## src/rtl/y86_pkg.sv

```systemverilog
// Shared Y86-64 definitions for the memory stage: icodes, controller states,
// and the decoded memory-operation record.
package y86_pkg;

  localparam logic [3:0] IRMMOVQ = 4'd4;
  localparam logic [3:0] IMRMOVQ = 4'd5;
  localparam logic [3:0] ICALL   = 4'd8;
  localparam logic [3:0] IRET    = 4'd9;
  localparam logic [3:0] IPUSHQ  = 4'd10;
  localparam logic [3:0] IPOPQ   = 4'd11;

  typedef enum logic [1:0] {
    IDLE = 2'd0,
    REQ  = 2'd1,
    RESP = 2'd2
  } mem_state_t;

  typedef struct packed {
    logic        is_mem;
    logic        we;
    logic [63:0] addr;
    logic [63:0] wdata;
  } mem_op_t;

endpackage

```

## src/rtl/mem_op_decode.sv

```systemverilog
// Combinational decode of a memory-stage instruction into its data-memory
// operation: whether it touches memory, direction, full address and write data.
module mem_op_decode
  import y86_pkg::*;
(
  input  logic [3:0]  icode,
  input  logic [63:0] valE,
  input  logic [63:0] valA,
  input  logic [63:0] valP,
  output mem_op_t     op
);

  always_comb begin
    op = '0;
    unique case (icode)
      IRMMOVQ, IPUSHQ: op = '{is_mem: 1'b1, we: 1'b1, addr: valE, wdata: valA};
      ICALL:           op = '{is_mem: 1'b1, we: 1'b1, addr: valE, wdata: valP};
      IMRMOVQ:         op = '{is_mem: 1'b1, we: 1'b0, addr: valE, wdata: '0};
      IRET, IPOPQ:     op = '{is_mem: 1'b1, we: 1'b0, addr: valA, wdata: '0};
      default:         op = '0;
    endcase
  end

endmodule

```

## src/rtl/mem_access_ctrl.sv

```systemverilog
// Memory-stage initiator: decodes the op, drives a multi-cycle req/ack data
// memory with timeout, and hands valM/dmem_error to write-back via valid/ready.
module mem_access_ctrl
  import y86_pkg::*;
#(
  parameter int unsigned ADDR_W    = 10,
  parameter int unsigned MEM_WORDS = 1024,
  parameter int unsigned TIMEOUT   = 16
) (
  input  logic              clk,
  input  logic              rst,
  input  logic              in_valid,
  output logic              in_ready,
  input  logic [3:0]        icode,
  input  logic [63:0]       valE,
  input  logic [63:0]       valA,
  input  logic [63:0]       valP,
  output logic              out_valid,
  input  logic              out_ready,
  output logic [63:0]       valM,
  output logic              dmem_error,
  output logic              mem_req,
  output logic              mem_we,
  output logic [ADDR_W-1:0] mem_addr,
  output logic [63:0]       mem_wdata,
  input  logic              mem_ack,
  input  logic [63:0]       mem_rdata
);

  localparam int unsigned CNT_W = $clog2(TIMEOUT + 1);

  mem_state_t        state, state_n;
  logic [CNT_W-1:0]  cnt, cnt_n;
  logic              in_ready_n, out_valid_n, err_n, req_n, we_n;
  logic [63:0]       valM_n, wdata_n;
  logic [ADDR_W-1:0] addr_n;
  mem_op_t           op;
  logic              addr_bad;

  mem_op_decode u_decode (
    .icode (icode),
    .valE  (valE),
    .valA  (valA),
    .valP  (valP),
    .op    (op)
  );

  // Range check uses the full 64-bit address, not the truncated word index.
  assign addr_bad = (op.addr >= 64'(MEM_WORDS));

  always_comb begin
    state_n     = state;
    cnt_n       = cnt;
    in_ready_n  = in_ready;
    out_valid_n = out_valid;
    valM_n      = valM;
    err_n       = dmem_error;
    req_n       = mem_req;
    we_n        = mem_we;
    addr_n      = mem_addr;
    wdata_n     = mem_wdata;
    unique case (state)
      IDLE: begin
        if (in_valid) begin
          in_ready_n = 1'b0;
          if (!op.is_mem || addr_bad) begin
            state_n     = RESP;
            out_valid_n = 1'b1;
            valM_n      = '0;
            err_n       = op.is_mem;
          end else begin
            state_n = REQ;
            cnt_n   = '0;
            req_n   = 1'b1;
            we_n    = op.we;
            addr_n  = op.addr[ADDR_W-1:0];
            wdata_n = op.wdata;
          end
        end
      end
      REQ: begin
        if (mem_ack) begin
          state_n     = RESP;
          req_n       = 1'b0;
          out_valid_n = 1'b1;
          valM_n      = mem_we ? '0 : mem_rdata;
          err_n       = 1'b0;
        end else if (cnt == CNT_W'(TIMEOUT - 1)) begin
          state_n     = RESP;
          req_n       = 1'b0;
          out_valid_n = 1'b1;
          valM_n      = '0;
          err_n       = 1'b1;
        end else begin
          cnt_n = cnt + 1'b1;
        end
      end
      RESP: begin
        if (out_ready) begin
          state_n     = IDLE;
          out_valid_n = 1'b0;
          in_ready_n  = 1'b1;
        end
      end
      default: state_n = IDLE;
    endcase
  end

  always_ff @(posedge clk) begin
    if (rst) begin
      state      <= IDLE;
      cnt        <= '0;
      in_ready   <= 1'b1;
      out_valid  <= 1'b0;
      valM       <= '0;
      dmem_error <= 1'b0;
      mem_req    <= 1'b0;
      mem_we     <= 1'b0;
      mem_addr   <= '0;
      mem_wdata  <= '0;
    end else begin
      state      <= state_n;
      cnt        <= cnt_n;
      in_ready   <= in_ready_n;
      out_valid  <= out_valid_n;
      valM       <= valM_n;
      dmem_error <= err_n;
      mem_req    <= req_n;
      mem_we     <= we_n;
      mem_addr   <= addr_n;
      mem_wdata  <= wdata_n;
    end
  end

endmodule

```

## config.mk

```make
export PLATFORM = sky130hd
export DESIGN_NAME = mem_access_ctrl
export DESIGN_NICKNAME = d
export VERILOG_FILES = /design/src/rtl/y86_pkg.sv /design/src/rtl/mem_op_decode.sv /design/src/rtl/mem_access_ctrl.sv
export SDC_FILE = /design/constraint.sdc
export NUM_CORES = 1
export LEC_CHECK = 0
export ABC_CLOCK_PERIOD_IN_PS = 2050
export CORE_AREA = 5 5 154 156
export DETAILED_ROUTE_END_ITERATION = 10
export DIE_AREA = 0 0 159 161
export GPL_ROUTABILITY_DRIVEN = 0
export PLACE_DENSITY = 0.78
export SYNTH_ARGS = -nofsm -noshare
export SYNTH_HDL_FRONTEND = slang
export SYNTH_SLANG_ARGS = --single-unit
```

## constraint.sdc

```tcl
create_clock -name clk -period 2.05 [get_ports clk]
set_input_delay 0.205 -clock clk [delete_from_list [all_inputs] [get_ports clk]]
set_output_delay 0.205 -clock clk [all_outputs]
set_load 0.005 [all_outputs]
```

---- Yosys cells after proc, flatten, opt, wreduce, memory -nomap -nowiden ----
Cells that the tools add are included.
operators by class
  muxes and demuxes ....................... 36
  bitwise gates (word level) .............. 1
  reduce and logical (&&, ||, !) cells .... 15
  $lt $le $gt $ge ......................... 1
  multipliers ............................. 0
  eq/ne operators ......................... 16
  add/subtract/negate cells ............... 1
  divide/modulo/power cells ............... 0
  shift operators ......................... 0
operator list
  cell                    number
  $pmux W130 S4           1
  $mux W64                5
  $pmux W64 S2            1
  $ge A64 B11 Y1 const B  1
  $mux W5                 4
  $eq A4 B4 Y1 const B    4
  $mux W1                 14
  $ne A2 B2 Y1 const B    6
  $mux W2                 5
  $pmux W5 S2             1
  $reduce_and A5 Y1       2
  $reduce_and A3 Y1       3
  $eq A4 B3 Y1 const B    2
  $reduce_and A4 Y1       2
  $pmux W1 S2             3
  $pmux W2 S3             1
  $add A5 B1 Y5 const B   1
  $eq A5 B4 Y1 const B    1
  $reduce_bool A2 Y1      2
  $reduce_or A2 Y1        2
  $ne A3 B3 Y1 const B    1
  $pmux W1 S3             1
  $reduce_bool A3 Y1      1
  $eq A2 B1 Y1 const B    1
  other kinds (5)         5
word-level totals
  bits in latches ......................... 0
  memory bits (read-only) ................. 0
  output and inout port bits .............. 143
  register bits ........................... 150
  input bits .............................. 265
  RAM bits ................................ 0
  memories ................................ 0

---- Depth between registers and ports, before layout ----
  depth after elaboration ................. 8
  depth in mapped cells ................... 9

---- Hierarchy ----
Synthesis repeated with hierarchy kept, for this count alone.
unflattened totals
  cell total of the unflattened synthesis .. 929
  area, all modules ....................... 8,562.0 µm²
by module, submodules not included
  module           instances  cells an instance  area an instance (µm²)
  mem_access_ctrl  1          553                5,296.3
  mem_op_decode    1          376                3,265.6

---- Worst setup path before layout ----
Ideal clock, no wire load.
  path kind ............................... register -> register
  start ................................... register cnt[0]
  end ..................................... register valM[10]
  path buffers ............................ 1
  arrival ................................. 1.886 ns
  setup slack ............................. 0.106 ns
  cell stages (with the launch flop) ...... 9
  period minus slack after synthesis ...... 1.944 ns
  cell sequence ........................... dfxtp_1 > ha_1 > and3_1 > ha_1 > nor2_1 > nor2_1 > a211oi_4 > buf_6 > a22o_2
between the ends
  cells in the longest elaborated chain, start to end .. 3
RTL lines
  element                      RTL line                RTL
  from (decl)                  mem_access_ctrl.sv:33   logic [CNT_W-1:0] cnt, cnt_n;
  from (signal assigned)       mem_access_ctrl.sv:123  cnt <= cnt_n;
  $eq A5 B4 Y1                 mem_access_ctrl.sv:88   end else if (cnt == CNT_W'(TIMEOUT - 1)) begin
  $ne A3 B3 Y1 (no line)       -
  $reduce_and A4 Y1 (no line)  -
  to (signal assigned)         mem_access_ctrl.sv:126  valM <= valM_n;
  to (decl)                    mem_access_ctrl.sv:20   output logic [63:0] valM,
Every way passes these cells.
A chain may end at the register's enable or synchronous reset.

---- Worst setup path after layout ----
  start ................................... input valA[48]
  end ..................................... register valM[50]
between the ends
  cells in the longest elaborated chain, start to end .. 5
RTL lines
  element                      RTL line               RTL
  from (decl)                  mem_access_ctrl.sv:16  input logic [63:0] valA,
  $pmux W130 S4                mem_op_decode.sv:15    unique case (icode)
  $ge A64 B11 Y1               mem_access_ctrl.sv:49  assign addr_bad = (op.addr >= 64'(MEM_WORDS));
  $logic_or A1 B1 Y1           mem_access_ctrl.sv:66  if (!op.is_mem || addr_bad) begin
  $ne A2 B2 Y1 (no line)       -
  $reduce_and A4 Y1 (no line)  -
Every way passes these cells.

==> impl_metrics.json <==
{
  "status": "finished, final reports clean",
  "ctsHoldBuffers": 0,
  "critPathBufInv": 6,
  "power_density_mw_per_mm2": 566,
  "postSynthCellCount": 702,
  "setup_viol": 0,
  "fp.dieW_um": 159,
  "cts_buffers": 17,
  "drive_above_1_share": 0.203,
  "grt_pass1_vias": 7534,
  "cp_top_family": "buffers and inverters",
  "antenna_found_initial": 0,
  "fmax_mhz": 508,
  "utilization": 0.562,
  "clk_latency_ns": 0.42,
  "hp-class": "primary input to flip-flop",
  "cp.arrival_ns": 2.33,
  "antennaDiodeCount": 0,
  "maxSlewViolCount": 0,
  "yosysWarnings": 0,
  "die_area_mm2": 0.0256,
  "fin_crit_ns": 1.97,
  "area_growth_pct": 96.8,
  "power.share.switching": 0.262,
  "die_h_um": 161,
  "track_usage": 0.222,
  "final_cell_mix": "clkdlybuf4s50_1 (305), nand2_1 (149), dfxtp_1 (148), a22o_1 (93), a21oi_1 (85)",
  "final_nets": 1447,
  "synth_area_mm2": 0.00635,
  "totalNegativeSetupSlack_ns": 0,
  "cp_slowest_cell": "nor4_4",
  "rows": 55,
  "antenna_left": 0,
  "fin_area_mm2": 0.0125,
  "power_switching_uw": 1850,
  "crit_type": "primary input to flip-flop",
  "hpwlAfterDp_um": 22200,
  "initial_core_util": 0.286,
  "p_int_uw": 5220,
  "start_kind": "primary input",
  "grt_pass1_wl_um": 44800,
  "grt-ovfl-total": 0,
  "seqPwrFrac": 0.413,
  "place_area_mm2": 0.0113,
  "reg2reg_from": "cnt[0]",
  "cp-end-kind": "flip-flop",
  "ys_seq_area_frac": 0.473,
  "vias": 7639,
  "dp_cells": 1426,
  "drc_errors": 0,
  "avgViaCountPerCell": 5.17,
  "ir_worst_vdd_v": 0.000432,
  "io_pins": 408,
  "max_stage_delay_ns": 0.31,
  "cts.clk_slew.worst_paths_ns": 0.07,
  "syn_area_per_cell_um2": 9.04,
  "hold_viol": 0,
  "io_buffer_count": 407,
  "synth_nets": 969,
  "crit_top_cell": "buf_4",
  "synth-seq-cells": 150,
  "slew-limit-headroom": 0.448,
  "power.share.clock": 0.443,
  "startpoint": "valA[48]",
  "drv_cap": 0,
  "clock-sinks": 150,
  "htreeDepth": 4,
  "power_uw": 7070,
  "wire_per_inst_um": 20.6,
  "pwr-share-comb": 0.144,
  "grt_max_degree": 72,
  "fin_crit_sh": 0.960,
  "mostFrequentLayoutCell": "clkdlybuf4s50_1",
  "worstMarginPinSlew_ns": 0.827,
  "grt_setup_unrepaired": "no",
  "clock_skew_ns": 0.0101,
  "clockBufferDepth": 2,
  "drtIter0Drc": 456,
  "leakage_uw": 0.00474,
  "yosysUniqueCellTypes": 41,
  "crit_required_ns": 2.41,
  "path_cells": "dlygate4sd2_1, nor4_2, buf_4, nand4_1, nor4_4, buf_4, nor2_2, a211oi_4, buf_6, buf_12, buf_16, a22o_2",
  "core_mm2": 0.0222,
  "drt_wl_total_um": 30500,
  "min_from": "rst",
  "cts_tree": "yes",
  "fin_cells": 1478,
  "critPathMaxFanout": 8,
  "cts.root.buffer_cell": "clkbuf_16",
  "dr.pass1.iters": 7
}
==> metrics by stage <==
step	hold WS, ns	setup slack, ns
after floorplan	0.330	0.106
after global placement	0.438	-0.813
after detailed placement	0.444	-0.826
after CTS	0.114	0.000261
after global routing	0.122	0.00877
final	0.140	0.0818
==> repair_timing <==
| action | in CTS | in global routing |
|---|---|---|
| pin swaps | 40 | 23 |
| gates resized for setup | 147 | 28 |
| cloned | 7 | 3 |
| endpoints found under the setup margin | 149 | 119 |
| setup buffers | 11 | 1 |
==> worst reg2reg max path, stage by stage, from the launching register on <==
cell      delay, ns
dfxtp_2        0.35
ha_2           0.18
and3_4         0.20
ha_4           0.15
nor2_4         0.04
nor2_4         0.16
a211oi_4       0.06
buf_6          0.15
buf_12         0.15
buf_16         0.15
a22o_2         0.26
==> power by group through the flow <==
stage,combinational [µW],sequential [µW],clock [µW]
finish,1020,2920,3130
detailed placement,942,2990,0
floorplan,204,2990,0
global route,1070,2920,3360
CTS,1010,2920,3220
global placement,936,2990,0
==> flip-flops by register name (all words and copies together), names as in the netlist <==
register,flops
mem_wdata,64
valM,64
mem_addr,10
cnt,5
state,2
dmem_error,1
in_ready,1
mem_req,1
mem_we,1
out_valid,1
==> cell type report <==
class	count	area (µm²)
Fill cell	2009	9740
Timing Repair Buffer	515	5170
Multi-Input combinational cell	493	3360
Sequential cell	150	3010
Clock buffer	18	439
Tap cell	285	357
Clock inverter	14	151
Inverter	3	11.3
==> cells in the mapped netlist <==
library cell / number / area (µm²)
nor4b_1: 1 / 8.76
a22o_1: 93 / 815
a21oi_1: 86 / 430
clkdlybuf4s15_1: 1 / 10.0
o21bai_1: 1 / 7.51
nor2_2: 1 / 6.26
a211o_1: 1 / 8.76
nor3b_2: 1 / 12.5
clkbuf_2: 1 / 5.00
o21ai_0: 3 / 15.0
nand2_1: 149 / 559
nand4_1: 11 / 68.8
nor3b_1: 2 / 15.0
o21ai_1: 1 / 5.00
a211oi_4: 1 / 20.0
o2111ai_1: 2 / 17.5
o21a_1: 1 / 7.51
buf_2: 7 / 35.0
a211oi_1: 1 / 7.51
nand2b_1: 3 / 18.8
buf_6: 6 / 67.6
nand3b_1: 2 / 15.0
ha_1: 2 / 25.0
or2_2: 1 / 6.26
o211ai_1: 3 / 22.5
nand3_1: 6 / 30.0
nor4_1: 42 / 263
nor4_2: 4 / 50.1
a22o_2: 44 / 440
and3b_2: 1 / 10.0
or2b_2: 1 / 8.76
buf_1: 3 / 11.3
nor3b_4: 1 / 18.8
nor2_1: 15 / 56.3
clkbuf_1: 38 / 143
nor3_1: 6 / 30.0
dfxtp_1: 150 / 3000
inv_1: 3 / 11.3
or3b_2: 1 / 8.76
mux2i_1: 4 / 40.0
and3_1: 2 / 12.5
==> routing by layer <==
layer,vias to the layer above,GRT usage,share of wire
met5,-,0,0
met4,0,0.0741,0.031
met3,55,0.0684,0.079
met2,367,0.387,0.50
met1,3627,0.260,0.39
li1,3590,-,-
==> cell families after synthesis <==
kind of cell | share of synthesized area
buffers and inverters | 0.0446
muxes | 0.00631
and+or+nand+nor | 0.189
AOI/OAI and AO/OA | 0.283
DFF | 0.473
adders and majority gates | 0.00394
==> worst paths after layout <==
| kind | to | slack [ns] | cells past startpoint |
|---|---|---|---|
| max | valM[50] | 0.08 | 12 |
| min reg2reg | mem_addr[0] | 0.45 | 2 |
| max reg2reg | valM[50] | 0.11 | 10 |
| min | mem_addr[1] | 0.14 | 2 |
Note: power is estimated with default switching activity, not from simulation.
